==> config.mk <==
export PLATFORM = sky130hd
export DESIGN_NAME = alu_uart_sequencer_flat
export DESIGN_NICKNAME = d
export VERILOG_FILES = /design/src/rtl/alu_uart_sequencer_if.sv /design/src/rtl/alu_uart_sequencer.sv /design/src/flat_wrapper.sv
export SDC_FILE = /design/constraint.sdc
export NUM_CORES = 1
export LEC_CHECK = 0
export ABC_AREA = 0
export BUFFER_PORTS_ARGS = -buffer_cell sky130_fd_sc_hd__buf_2
export CORE_MARGIN = 1
export CORE_UTILIZATION = 40
export CTS_CLUSTER_SIZE = 40
export DETAILED_ROUTE_END_ITERATION = 8
export PLACE_DENSITY = 0.58
export SLEW_MARGIN = 20
export SYNTH_ARGS = -nofsm -noshare
export SYNTH_HDL_FRONTEND = slang
export SYNTH_SLANG_ARGS = --single-unit
==> constraint.sdc <==
create_clock -name i_clk -period 2.1 [get_ports i_clk]
set_input_delay 0.105 -clock i_clk [delete_from_list [all_inputs] [get_ports i_clk]]
set_output_delay 0.105 -clock i_clk [all_outputs]
set_load 0.01 [all_outputs]
==> src/rtl/alu_uart_sequencer_if.sv <==
// Link between the ALU/UART sequencer and its surroundings: UART RX/TX
// handshakes, the combinational ALU inputs and its result.
interface alu_uart_sequencer_if #(
    parameter int unsigned N_BITS_DATA = 8,
    parameter int unsigned N_BITS_OP   = 6
);
    logic [N_BITS_DATA-1:0] i_rx_data;
    logic                   i_rx_done;
    logic                   i_tx_done;
    logic [N_BITS_DATA-1:0] i_alu_result;
    logic [N_BITS_DATA-1:0] o_dato_A;
    logic [N_BITS_DATA-1:0] o_dato_B;
    logic [N_BITS_OP-1:0]   o_operacion;
    logic [N_BITS_DATA-1:0] o_tx_data;
    logic                   o_tx_start;
    logic                   o_busy;
    logic                   o_timeout;
    logic                   o_overrun;

    // Sequencer side
    modport slave (
        input  i_rx_data, i_rx_done, i_tx_done, i_alu_result,
        output o_dato_A, o_dato_B, o_operacion, o_tx_data,
               o_tx_start, o_busy, o_timeout, o_overrun
    );

    // Environment side: UART RX/TX and ALU
    modport master (
        output i_rx_data, i_rx_done, i_tx_done, i_alu_result,
        input  o_dato_A, o_dato_B, o_operacion, o_tx_data,
               o_tx_start, o_busy, o_timeout, o_overrun
    );
endinterface

==> src/rtl/alu_uart_sequencer.sv <==
// Collects operand A, operand B and op code from the UART receiver, lets the
// combinational ALU settle for one cycle, captures its result and hands it
// to the UART transmitter. A partial frame is dropped if the next byte is
// late; bytes arriving while a result is in flight are dropped and flagged.
module alu_uart_sequencer #(
    parameter int unsigned N_BITS_DATA    = 8,
    parameter int unsigned N_BITS_OP      = 6,
    parameter int unsigned TIMEOUT_CYCLES = 1000000
) (
    input  logic                 i_clk,
    input  logic                 i_rst_n,
    alu_uart_sequencer_if.slave  bus
);
    // A zero-width counter is illegal, so the disabled case keeps one bit
    localparam int unsigned     CW      = (TIMEOUT_CYCLES == 0) ? 1 : $clog2(TIMEOUT_CYCLES + 1);
    localparam bit              TMO_EN  = (TIMEOUT_CYCLES != 0);
    localparam logic [CW-1:0]   TC_LAST = TMO_EN ? CW'(TIMEOUT_CYCLES - 1) : '0;
    localparam logic [CW-1:0]   CNT_MAX = '1;

    typedef enum logic [2:0] {
        WAIT_A, WAIT_B, WAIT_OP, EXEC, SEND, WAIT_TX
    } state_t;

    state_t                 r_state;
    state_t                 w_next;
    logic [CW-1:0]          r_cnt;
    logic [CW-1:0]          w_cnt_next;
    logic                   w_in_frame;
    logic                   w_busy_st;
    logic                   w_tmo_hit;

    logic [N_BITS_DATA-1:0] r_dato_A;
    logic [N_BITS_DATA-1:0] r_dato_B;
    logic [N_BITS_OP-1:0]   r_operacion;
    logic [N_BITS_DATA-1:0] r_tx_data;
    logic                   r_tx_start;
    logic                   r_timeout;
    logic                   r_overrun;

    assign w_in_frame = (r_state == WAIT_B) || (r_state == WAIT_OP);
    assign w_busy_st  = (r_state == EXEC) || (r_state == SEND) || (r_state == WAIT_TX);
    // A byte arriving on the terminal count wins over the timeout
    assign w_tmo_hit  = TMO_EN && w_in_frame && !bus.i_rx_done && (r_cnt == TC_LAST);

    // Next-state and timeout-counter update
    always_comb begin
        w_next     = r_state;
        w_cnt_next = r_cnt;
        case (r_state)
            WAIT_A:  if (bus.i_rx_done) w_next = WAIT_B;
            WAIT_B:  if (bus.i_rx_done) w_next = WAIT_OP;
                     else if (w_tmo_hit) w_next = WAIT_A;
            WAIT_OP: if (bus.i_rx_done) w_next = EXEC;
                     else if (w_tmo_hit) w_next = WAIT_A;
            EXEC:    w_next = SEND;
            SEND:    w_next = WAIT_TX;
            WAIT_TX: if (bus.i_tx_done) w_next = WAIT_A;
            default: w_next = WAIT_A;
        endcase
        if (w_next != r_state)
            w_cnt_next = '0;
        else if (TMO_EN && w_in_frame && (r_cnt != CNT_MAX))
            w_cnt_next = r_cnt + 1'b1;
    end

    // State register and timeout counter
    always_ff @(posedge i_clk or negedge i_rst_n) begin
        if (!i_rst_n) begin
            r_state <= WAIT_A;
            r_cnt   <= '0;
        end else begin
            r_state <= w_next;
            r_cnt   <= w_cnt_next;
        end
    end

    // Operand/op capture, result capture and one-cycle status pulses
    always_ff @(posedge i_clk or negedge i_rst_n) begin
        if (!i_rst_n) begin
            r_dato_A    <= '0;
            r_dato_B    <= '0;
            r_operacion <= '0;
            r_tx_data   <= '0;
            r_tx_start  <= 1'b0;
            r_timeout   <= 1'b0;
            r_overrun   <= 1'b0;
        end else begin
            r_tx_start <= (r_state == SEND);
            r_timeout  <= w_tmo_hit;
            r_overrun  <= bus.i_rx_done && w_busy_st;
            if (bus.i_rx_done && (r_state == WAIT_A))  r_dato_A    <= bus.i_rx_data;
            if (bus.i_rx_done && (r_state == WAIT_B))  r_dato_B    <= bus.i_rx_data;
            if (bus.i_rx_done && (r_state == WAIT_OP)) r_operacion <= bus.i_rx_data[N_BITS_OP-1:0];
            if (r_state == EXEC)                       r_tx_data   <= bus.i_alu_result;
        end
    end

    assign bus.o_dato_A    = r_dato_A;
    assign bus.o_dato_B    = r_dato_B;
    assign bus.o_operacion = r_operacion;
    assign bus.o_tx_data   = r_tx_data;
    assign bus.o_tx_start  = r_tx_start;
    assign bus.o_busy      = w_busy_st;
    assign bus.o_timeout   = r_timeout;
    assign bus.o_overrun   = r_overrun;
endmodule
==> src/flat_wrapper.sv <==
// flat-port wrapper written by rule: the top's interface ports become plain ports
module alu_uart_sequencer_flat 
#(
    parameter int unsigned N_BITS_DATA    = 8,
    parameter int unsigned N_BITS_OP      = 6,
    parameter int unsigned TIMEOUT_CYCLES = 1000000
)
  (i_clk, i_rst_n, bus_i_rx_data, bus_i_rx_done, bus_i_tx_done, bus_i_alu_result, bus_o_dato_A, bus_o_dato_B, bus_o_operacion, bus_o_tx_data, bus_o_tx_start, bus_o_busy, bus_o_timeout, bus_o_overrun);
  alu_uart_sequencer_if #(.N_BITS_DATA(N_BITS_DATA), .N_BITS_OP(N_BITS_OP)) bus_i ();
  input  logic i_clk;
  input  logic i_rst_n;
  input wire logic [$bits(bus_i.i_rx_data)-1:0] bus_i_rx_data;
  input wire logic [$bits(bus_i.i_rx_done)-1:0] bus_i_rx_done;
  input wire logic [$bits(bus_i.i_tx_done)-1:0] bus_i_tx_done;
  input wire logic [$bits(bus_i.i_alu_result)-1:0] bus_i_alu_result;
  output wire logic [$bits(bus_i.o_dato_A)-1:0] bus_o_dato_A;
  output wire logic [$bits(bus_i.o_dato_B)-1:0] bus_o_dato_B;
  output wire logic [$bits(bus_i.o_operacion)-1:0] bus_o_operacion;
  output wire logic [$bits(bus_i.o_tx_data)-1:0] bus_o_tx_data;
  output wire logic [$bits(bus_i.o_tx_start)-1:0] bus_o_tx_start;
  output wire logic [$bits(bus_i.o_busy)-1:0] bus_o_busy;
  output wire logic [$bits(bus_i.o_timeout)-1:0] bus_o_timeout;
  output wire logic [$bits(bus_i.o_overrun)-1:0] bus_o_overrun;
  assign bus_i.i_rx_data = bus_i_rx_data;
  assign bus_i.i_rx_done = bus_i_rx_done;
  assign bus_i.i_tx_done = bus_i_tx_done;
  assign bus_i.i_alu_result = bus_i_alu_result;
  assign bus_o_dato_A = bus_i.o_dato_A;
  assign bus_o_dato_B = bus_i.o_dato_B;
  assign bus_o_operacion = bus_i.o_operacion;
  assign bus_o_tx_data = bus_i.o_tx_data;
  assign bus_o_tx_start = bus_i.o_tx_start;
  assign bus_o_busy = bus_i.o_busy;
  assign bus_o_timeout = bus_i.o_timeout;
  assign bus_o_overrun = bus_i.o_overrun;
  alu_uart_sequencer #(.N_BITS_DATA(N_BITS_DATA), .N_BITS_OP(N_BITS_OP), .TIMEOUT_CYCLES(TIMEOUT_CYCLES)) u_core (.i_clk(i_clk), .i_rst_n(i_rst_n), .bus(bus_i));
endmodule
== Word-level counts from Yosys, hierarchy flattened ==
Index checks and enable logic that the tools add are counted.
Word-level totals
  output and inout bits: 34
  ROM bits: 0
  memories kept: 0
  bits in writable memories: 0
  register bits: 56
  latch bits: 0
Cells by class
  add/subtract/negate cells: 1
  shift-type cells: 0
  bitwise gates (word level): 0
  divide/modulo/power cells: 0
  order comparisons: 0
  reduce and logical (&&, ||, !) cells: 13
  equal/unequal tests: 8
  multipliers: 0
  mux-type cells: 8
Operators with widths (count)
  two-way mux 20 bit: 2
  adder 20 x 1 -> 20 bit, second input constant: 1
  equality test 20 bit, second input constant: 1
  != test 20 bit, second input constant: 1
  one-hot mux 3 bit (6 select lines): 1
  two-way mux 3 bit: 5
  logical AND 1 bit: 7
  equality test 3 x 2 -> 1 bit, second input constant: 2
  equality test 3 bit, second input constant: 2
  equality test 3 x 1 -> 1 bit, second input constant: 1
  zero test 3 bit: 1
  logical OR 1 bit: 3
  != test 3 bit: 1
  nonzero test 2 bit: 1
  zero test 1 bit: 1

== Logic depth before layout (Yosys ltp) ==
Gate-level depths: netlist of the first run.
  depth after elaboration: 9
  mapped depth: 7

== Worst setup path before layout of the first run ==
OpenSTA, ideal clock, no wires.
  path type: reg2reg
  start point: register u_core.r_cnt[7]
  end point: register u_core.r_cnt[2]
  library setup time: 0.126 ns
  clock period less this slack: 1.924 ns
  slack: 0.176 ns
  data required time: 1.974 ns
  data arrival time: 1.798 ns
  cell stages (with the launch flop): 7
  path through: dfrtp_1 > or4b_1 > nor4_2 > a21oi_1 > nor3_2 > buf_4 > a211oi_1
On the way
  longest elaborated chain between the ends: 7
  elaborated cells between the ends (all ways): 11
  classes of those cells: eq/ne: 3; mux: 5; reduce/logical: 3
Ends and longest elaborated chain
  start, declared: RTL line alu_uart_sequencer.sv:26  | logic [CW-1:0] r_cnt;
  start signal, assigned: RTL line alu_uart_sequencer.sv:73  | r_cnt <= w_cnt_next;
  equality test 20 bit: RTL line alu_uart_sequencer.sv:43  | assign w_tmo_hit = TMO_EN && w_in_frame && !bus.i_rx_done && (r_cnt == TC_LAST);
  logical AND 1 bit: RTL line alu_uart_sequencer.sv:43
  two-way mux 3 bit: RTL line alu_uart_sequencer.sv:52, alu_uart_sequencer.sv:54
  two-way mux 3 bit, on equally long branches: RTL line alu_uart_sequencer.sv:53, alu_uart_sequencer.sv:51
  one-hot mux 3 bit (6 select lines): RTL line alu_uart_sequencer.sv:49  | case (r_state)
  != test 3 bit: RTL line alu_uart_sequencer.sv:60  | if (w_next != r_state)
  two-way mux 20 bit or nonzero test 2 bit (tied branches)
Parallel ways exist; a longest one is shown, timed or not.
A chain may end at the register's enable or synchronous reset.

== Final worst setup path of the first run ==
  start point: register u_core.r_cnt[6]
  end point: register u_core.r_cnt[1]
Same word-level chain as after synthesis.

==> impl_metrics.ini, run 1 <==
[yosys]
synth-seq-cells = 56
syn_nets = 245
yosysUniqueCellTypes = 44
synthAdderAreaFrac_pct = 0.471
ys_warn_count = 0
synth_top_family_by_area = simple AND/OR/NAND/NOR gates
avgSynthCellArea_um2 = 11.9
netlist_instances = 224
synth-simple-area-share_pct = 19.7
synth_area_um2 = 2660
synth_compound_area_share_pct = 6.31
synthXorXnorAreaFrac_pct = 5.22
ys_seq_area_share_pct = 52.7
synth.mux.area_fraction_pct = 13.5

[clocking]
clock_path_buffers = 2
clk_latency_ps = 310
cts-htree-levels = 2
post_cts_buffers = 0
cts_tree = yes
path_clk_slew_ps = 100
clock_sinks = 56
cts_buffers = 5
cts-root-buf = clkbuf_8

[cells_and_area]
insertedDiodeCount = 0
nets = 319
drive_above_1_share_pct = 42.3
final_common_cell = dfrtp_1
postLayoutCoreUtil_pct = 51.8
mostFrequentLayoutCells = dfrtp_1, buf_2, mux2_2
nFillCells = 577
area_growth_pct = 24.3

[timing]
rsz0062_at_grt = no
skew_ps = 4.15
period_minus_slack_ps = 2000
finalSetupTns_ps = 0
finalSetupViolCount = 0
min_period_over_period_pct = 95.4
drv_slew = 0
timing.final.hold_violations = 0
relSlewSlack_pct = 52.8
max_freq_mhz = 499
setup_slack_ps = 95.8
tightestPinTransition_ps = 708

[global_routing]
antenna_found_initial = 0
grt_pass1_vias = 1984
grt_max_degree = 57
gr-usage-met3_pct = 4.65
grt.met1_usage_pct = 23.3
grt_pass1_wl_mm = 9.48
gr-usage-all-layers_pct = 16.9
use_met2_pct = 26.5
busiest_layer = met2
overflow = 0

[setup_path]
max_stage_delay_ps = 540
reg2reg_from = u_core.r_cnt[6]
worstSetupStartpoint = u_core.r_cnt[6]
path_max_fanout = 4
cp_num_buf_inv = 1
critPathTopFamily = simple AND/OR/NAND/NOR gates
startpoint_type = register
path_cells = or4_4 -> nor4_4 -> a21oi_2 -> nor3_4 -> buf_2 -> nor2_1
end_kind = register
worstSetupPathType = reg -> reg
path_depth = 6
arrival_ps = 2210
reg2reg_slack_ps = 100
cp.required_ps = 2300
rr_worst_depth = 6
slowest_stage = or4_4

[run]
maxCapViolations = 0

[drt]
firstDrtPassIters = 4
ant_nets = 0
wl_per_cell_um = 14.8
drc = 0
drt_iter0_markers = 101
wl_mm = 5.55
vias_per_cell = 5.28
vias = 1979

[die]
die_w_um = 83.5
fp.dieH_um = 83.5
io_pins = 54
core_um2 = 6390
dieArea_um2 = 6980
rows = 29
start_util_pct = 41.6

[min_path]
hold_path_startpoint = bus_i_alu_result[2]
whs_path_depth = 2
hold_class = in -> reg

[placement]
portBuffers = 53
gp_congestion = 0.741
place_ws_ps = 36.4
dpl.hpwl_mm = 3.82

[power]
leakage_nw = 1.45
ir_worst_vdd_uv = 685
power_density_nw_per_um2 = 1200

[status]
outcome = complete, no violations
==> per-layer routing <==
| metal | share of wire [%] | up-vias |
|---|---|---|
| met5 | 0 | - |
| met4 | 0.87 | 0 |
| met3 | 5.6 | 5 |
| met2 | 45 | 49 |
| met1 | 48 | 970 |
| li1 | - | 955 |
==> Yosys cell counts, drive strengths merged <==
master / number / area [um^2]
buf: 3 / 22.5
nand4b: 2 / 17.5
nand2: 9 / 33.8
and4: 3 / 26.3
nor3: 5 / 35.0
and2: 4 / 25.0
a21boi: 2 / 15.0
nand3b: 2 / 15.0
and3: 1 / 6.26
xor2: 7 / 61.3
a211oi: 2 / 15.0
o21ai: 7 / 35.0
nand4: 3 / 18.8
o2111ai: 1 / 8.76
or4b: 1 / 10.0
inv: 3 / 11.3
a21oi: 8 / 40.0
o41ai: 1 / 8.76
mux2: 30 / 338
nand3: 8 / 40.0
or3: 6 / 42.5
or4: 2 / 15.0
nor2: 19 / 71.3
nor3b: 4 / 40.0
mux2i: 2 / 20.0
nor4: 5 / 67.6
nor4b: 3 / 26.3
clkbuf: 6 / 22.5
nand2b: 3 / 18.8
a21o: 1 / 7.51
dfrtp: 56 / 1400
or3b: 1 / 8.76
xnor2: 8 / 77.6
nor2b: 1 / 6.26
ha: 1 / 12.5
a2111oi: 1 / 15.0
o211ai: 3 / 22.5
==> layout make-up <==
| cell class | instances | area [um^2] | area share [%] |
|---|---|---|---|
| clock buffer | 5 | 68.8 | 2.08 |
| clock inverter | 2 | 60.1 | 1.82 |
| inverter | 3 | 11.3 | 0.341 |
| multi-input combinational | 156 | 1230 | 37.2 |
| sequential | 56 | 1400 | 42.4 |
| tap | 77 | 96.3 | 2.91 |
| timing repair buffer | 76 | 438 | 13.2 |
==> report_power, final <==
| part | internal (mW) | switching (mW) | total (mW) |
|---|---|---|---|
| Combinational | 0.771 | 0.741 | 1.51 |
| Sequential | 1.43 | 0.206 | 1.63 |
| Clock | 0.470 | 0.347 | 0.816 |
==> repair_timing <==
item	in CTS	in global routing
gates resized for setup	0	7
endpoints found under the setup margin	0	20
endpoints found under the hold margin	56	0
hold buffers	1	0
==> flip-flops by register name, summed over array words and instances, names as in the netlist <==
signal / flops
u_core.r_cnt: 20
u_core.bus.o_dato_A: 8
u_core.bus.o_dato_B: 8
u_core.bus.o_tx_data: 8
u_core.bus.o_operacion: 6
u_core.r_state: 3
u_core.bus.o_overrun: 1
u_core.bus.o_timeout: 1
u_core.bus.o_tx_start: 1
==> final timing paths <==
check | end
max in group asynchronous | u_core.r_cnt[11]
worst max-delay path | u_core.r_cnt[1]
min in group asynchronous | u_core.r_cnt[19]
worst max register to register | u_core.r_cnt[1]
worst min-delay path | u_core.bus.o_tx_data[2]
worst min register to register | u_core.bus.o_tx_data[1]
==> cells by family (layout without fill, tap and decap cells) <==
logic type	after synthesis	in the layout
fa+ha+maj	1	1
xor+xnor	15	15
buf+inv	12	86
simple gates	82	82
flops	56	56
compound gates	26	26
mux	32	32
==> metrics by stage <==
stage	instance area [um^2]	total power, mW	std cells	hold slack [ps]
floorplan	2660	2.58	224	-191
global placement	3130	3.12	366	297
detailed placement	3130	3.15	366	297
CTS	3270	3.97	374	13.0
global route	3310	4.21	375	0.941
finish	3310	3.96	375	19.6
Power figures use the tool's default switching activity.
==> run 2, diff against run 1 <==
clock period = 2.3 ns   (was 2.1 ns; I/O delays follow)
==> run 2 against run 1 <==
Against the previous run:
- largest cell class unchanged
- critical endpoint is now u_core.r_cnt[2]
- via count shrank 2.2%
- sequential share of layout area is 1.8 points higher
- clock power decreased by 34%
- global-route usage is 0.73 points lower
- worst hold slack better by 12 ps
- routed wire length fell by 4.6%
- combinational power down 14%
- flip-flop and latch count unchanged
- cell area is 4.1% lower
- highest routed layer unchanged
- clock-buffer cell count increased by 1
- register-to-register slack improved by 120 ps
- critical path depth stayed put
==> impl_metrics.ini, run 2 (synthesized netlist as in run 1, its figures left out) <==
[die]
rows = 29
start_util_pct = 41.6
die_w_um = 83.5
io_pins = 54
core_um2 = 6390
dieArea_um2 = 6980
fp.dieH_um = 83.5

[drt]
firstDrtPassIters = 4
drc = 0
wl_mm = 5.29
vias_per_cell = 5.27
drt_iter0_markers = 81
vias = 1935
wl_per_cell_um = 14.4
ant_nets = 0

[timing]
finalSetupViolCount = 0
skew_ps = 5.37
rsz0062_at_grt = no
drv_slew = 0
finalSetupTns_ps = 0
relSlewSlack_pct = 57.9
timing.final.hold_violations = 0
min_period_over_period_pct = 90.6
tightestPinTransition_ps = 631
max_freq_mhz = 480
period_minus_slack_ps = 2080

[clocking]
ctsHoldBuffers = 1
clock_sinks = 56
cts_buffers = 5
cts_tree = yes
cts-htree-levels = 2
cts-root-buf = clkbuf_8
cts.repair.resized = 0
path_clk_slew_ps = 100
clk_latency_ps = 310
clock_path_buffers = 2
post_cts_buffers = 0

[power]
power_density_nw_per_um2 = 1050
power_frac_clock_pct = 16.1
p_sw_mw = 1.15
power_frac_seq_pct = 44.9
comb_power_share_pct = 38.9
switching_share_pct = 34.5
total_power_mw = 3.34
ir_worst_vdd_uv = 583
leakage_nw = 1.38
internal_power_mw = 2.19

[cells_and_area]
stdcell_count = 367
mostFrequentLayoutCells = dfrtp_1, buf_2, mux2_2
area_growth_pct = 19.3
final_common_cell = dfrtp_1
design_area_um2 = 3170
nFillCells = 580
top_register = u_core.r_cnt
drive_above_1_share_pct = 39.3
insertedDiodeCount = 0
largest_reg_flops = 20
nets = 310

[setup_path]
cp.required_ps = 2500
startpoint_type = register
end_kind = register
arrival_ps = 2280
worstSetupPathType = reg -> reg
path_max_fanout = 12

[placement]
dp_cells = 358
dpl.hpwl_mm = 3.82
gp_congestion = 0.768
placed_area_um2 = 3070
portBuffers = 53

[global_routing]
overflow = 0
grt_pass1_vias = 1938
grt_pass1_wl_mm = 9.12
gr-usage-all-layers_pct = 16.2
grt_max_degree = 30
antenna_found_initial = 0

[min_path]
hold_class = in -> reg

[status]
outcome = complete, no violations

[run]
maxCapViolations = 0
-- run 2: cell count changes in the layout (fill, tap and decap cells not counted), sizes merged --
cell	change
clkinv	+1
buf	-9
bufinv	-2
clkinvlp	+1
clkbuf	+1
-- run 2: final timing paths --
path	from	endpoint	slack [ps]	depth (start not counted)
setup / recovery	u_core.r_cnt[7]	u_core.r_cnt[2]	220	6
hold / removal	bus_i_alu_result[1]	u_core.bus.o_tx_data[1]	30	2
setup reg to reg	u_core.r_cnt[7]	u_core.r_cnt[2]	220	6
hold reg to reg	u_core.bus.o_dato_B[4]	u_core.bus.o_dato_B[4]	510	1
max in group asynchronous	i_rst_n	u_core.r_cnt[15]	1100	3
min in group asynchronous	i_rst_n	u_core.bus.o_dato_A[6]	370	2
-- run 2: critical path, cell delays in order, from the launching register on --
cell and delay, ps:
dfrtp_1 450, or4b_1 550, nor4_2 350, a21oi_1 130
nor3_2 210, buf_4 220, a211oi_1 60
-- run 2: final cells by class --
class	instances	area, um^2	share of cell area [%]
clock buffers	6	72.6	2.29
clock inverters	2	16.3	0.513
inverters	3	11.3	0.355
multi-input cells	156	1200	37.9
flip-flops and latches	56	1400	44.2
well taps	77	96.3	3.04
repair buffers	67	373	11.8
-- run 2: metrics by stage --
stage / hold slack (ps) / util (%) / worst slack (ps)
after detailed placement: 179 / 48.1 / 202
after CTS: 20.0 / 49.7 / 194
after global placement: 174 / 48.1 / 264
after global routing: 12.1 / 49.7 / 52.6
final: 31.2 / 49.7 / 217
after floorplan: -181 / - / 376
-- run 2: power groups by stage --
| stage | Clock [mW] | Combinational [mW] | Sequential, mW |
|---|---|---|---|
| after floorplan | 0 | 0.745 | 1.61 |
| after global placement | 0 | 1.32 | 1.51 |
| after detailed placement | 0 | 1.33 | 1.52 |
| after CTS | 0.562 | 1.33 | 1.50 |
| after global routing | 0.591 | 1.43 | 1.55 |
| final | 0.539 | 1.30 | 1.50 |
-- run 2: per-layer routing --
| metal | vias up | track usage [%] | part of all wire [%] |
|---|---|---|---|
| li1 | 938 | - | - |
| met1 | 945 | 22.4 | 49 |
| met2 | 48 | 25.3 | 45 |
| met3 | 4 | 4.95 | 6.0 |
| met4 | 0 | 3.24 | 0.47 |
| met5 | - | 0 | 0 |
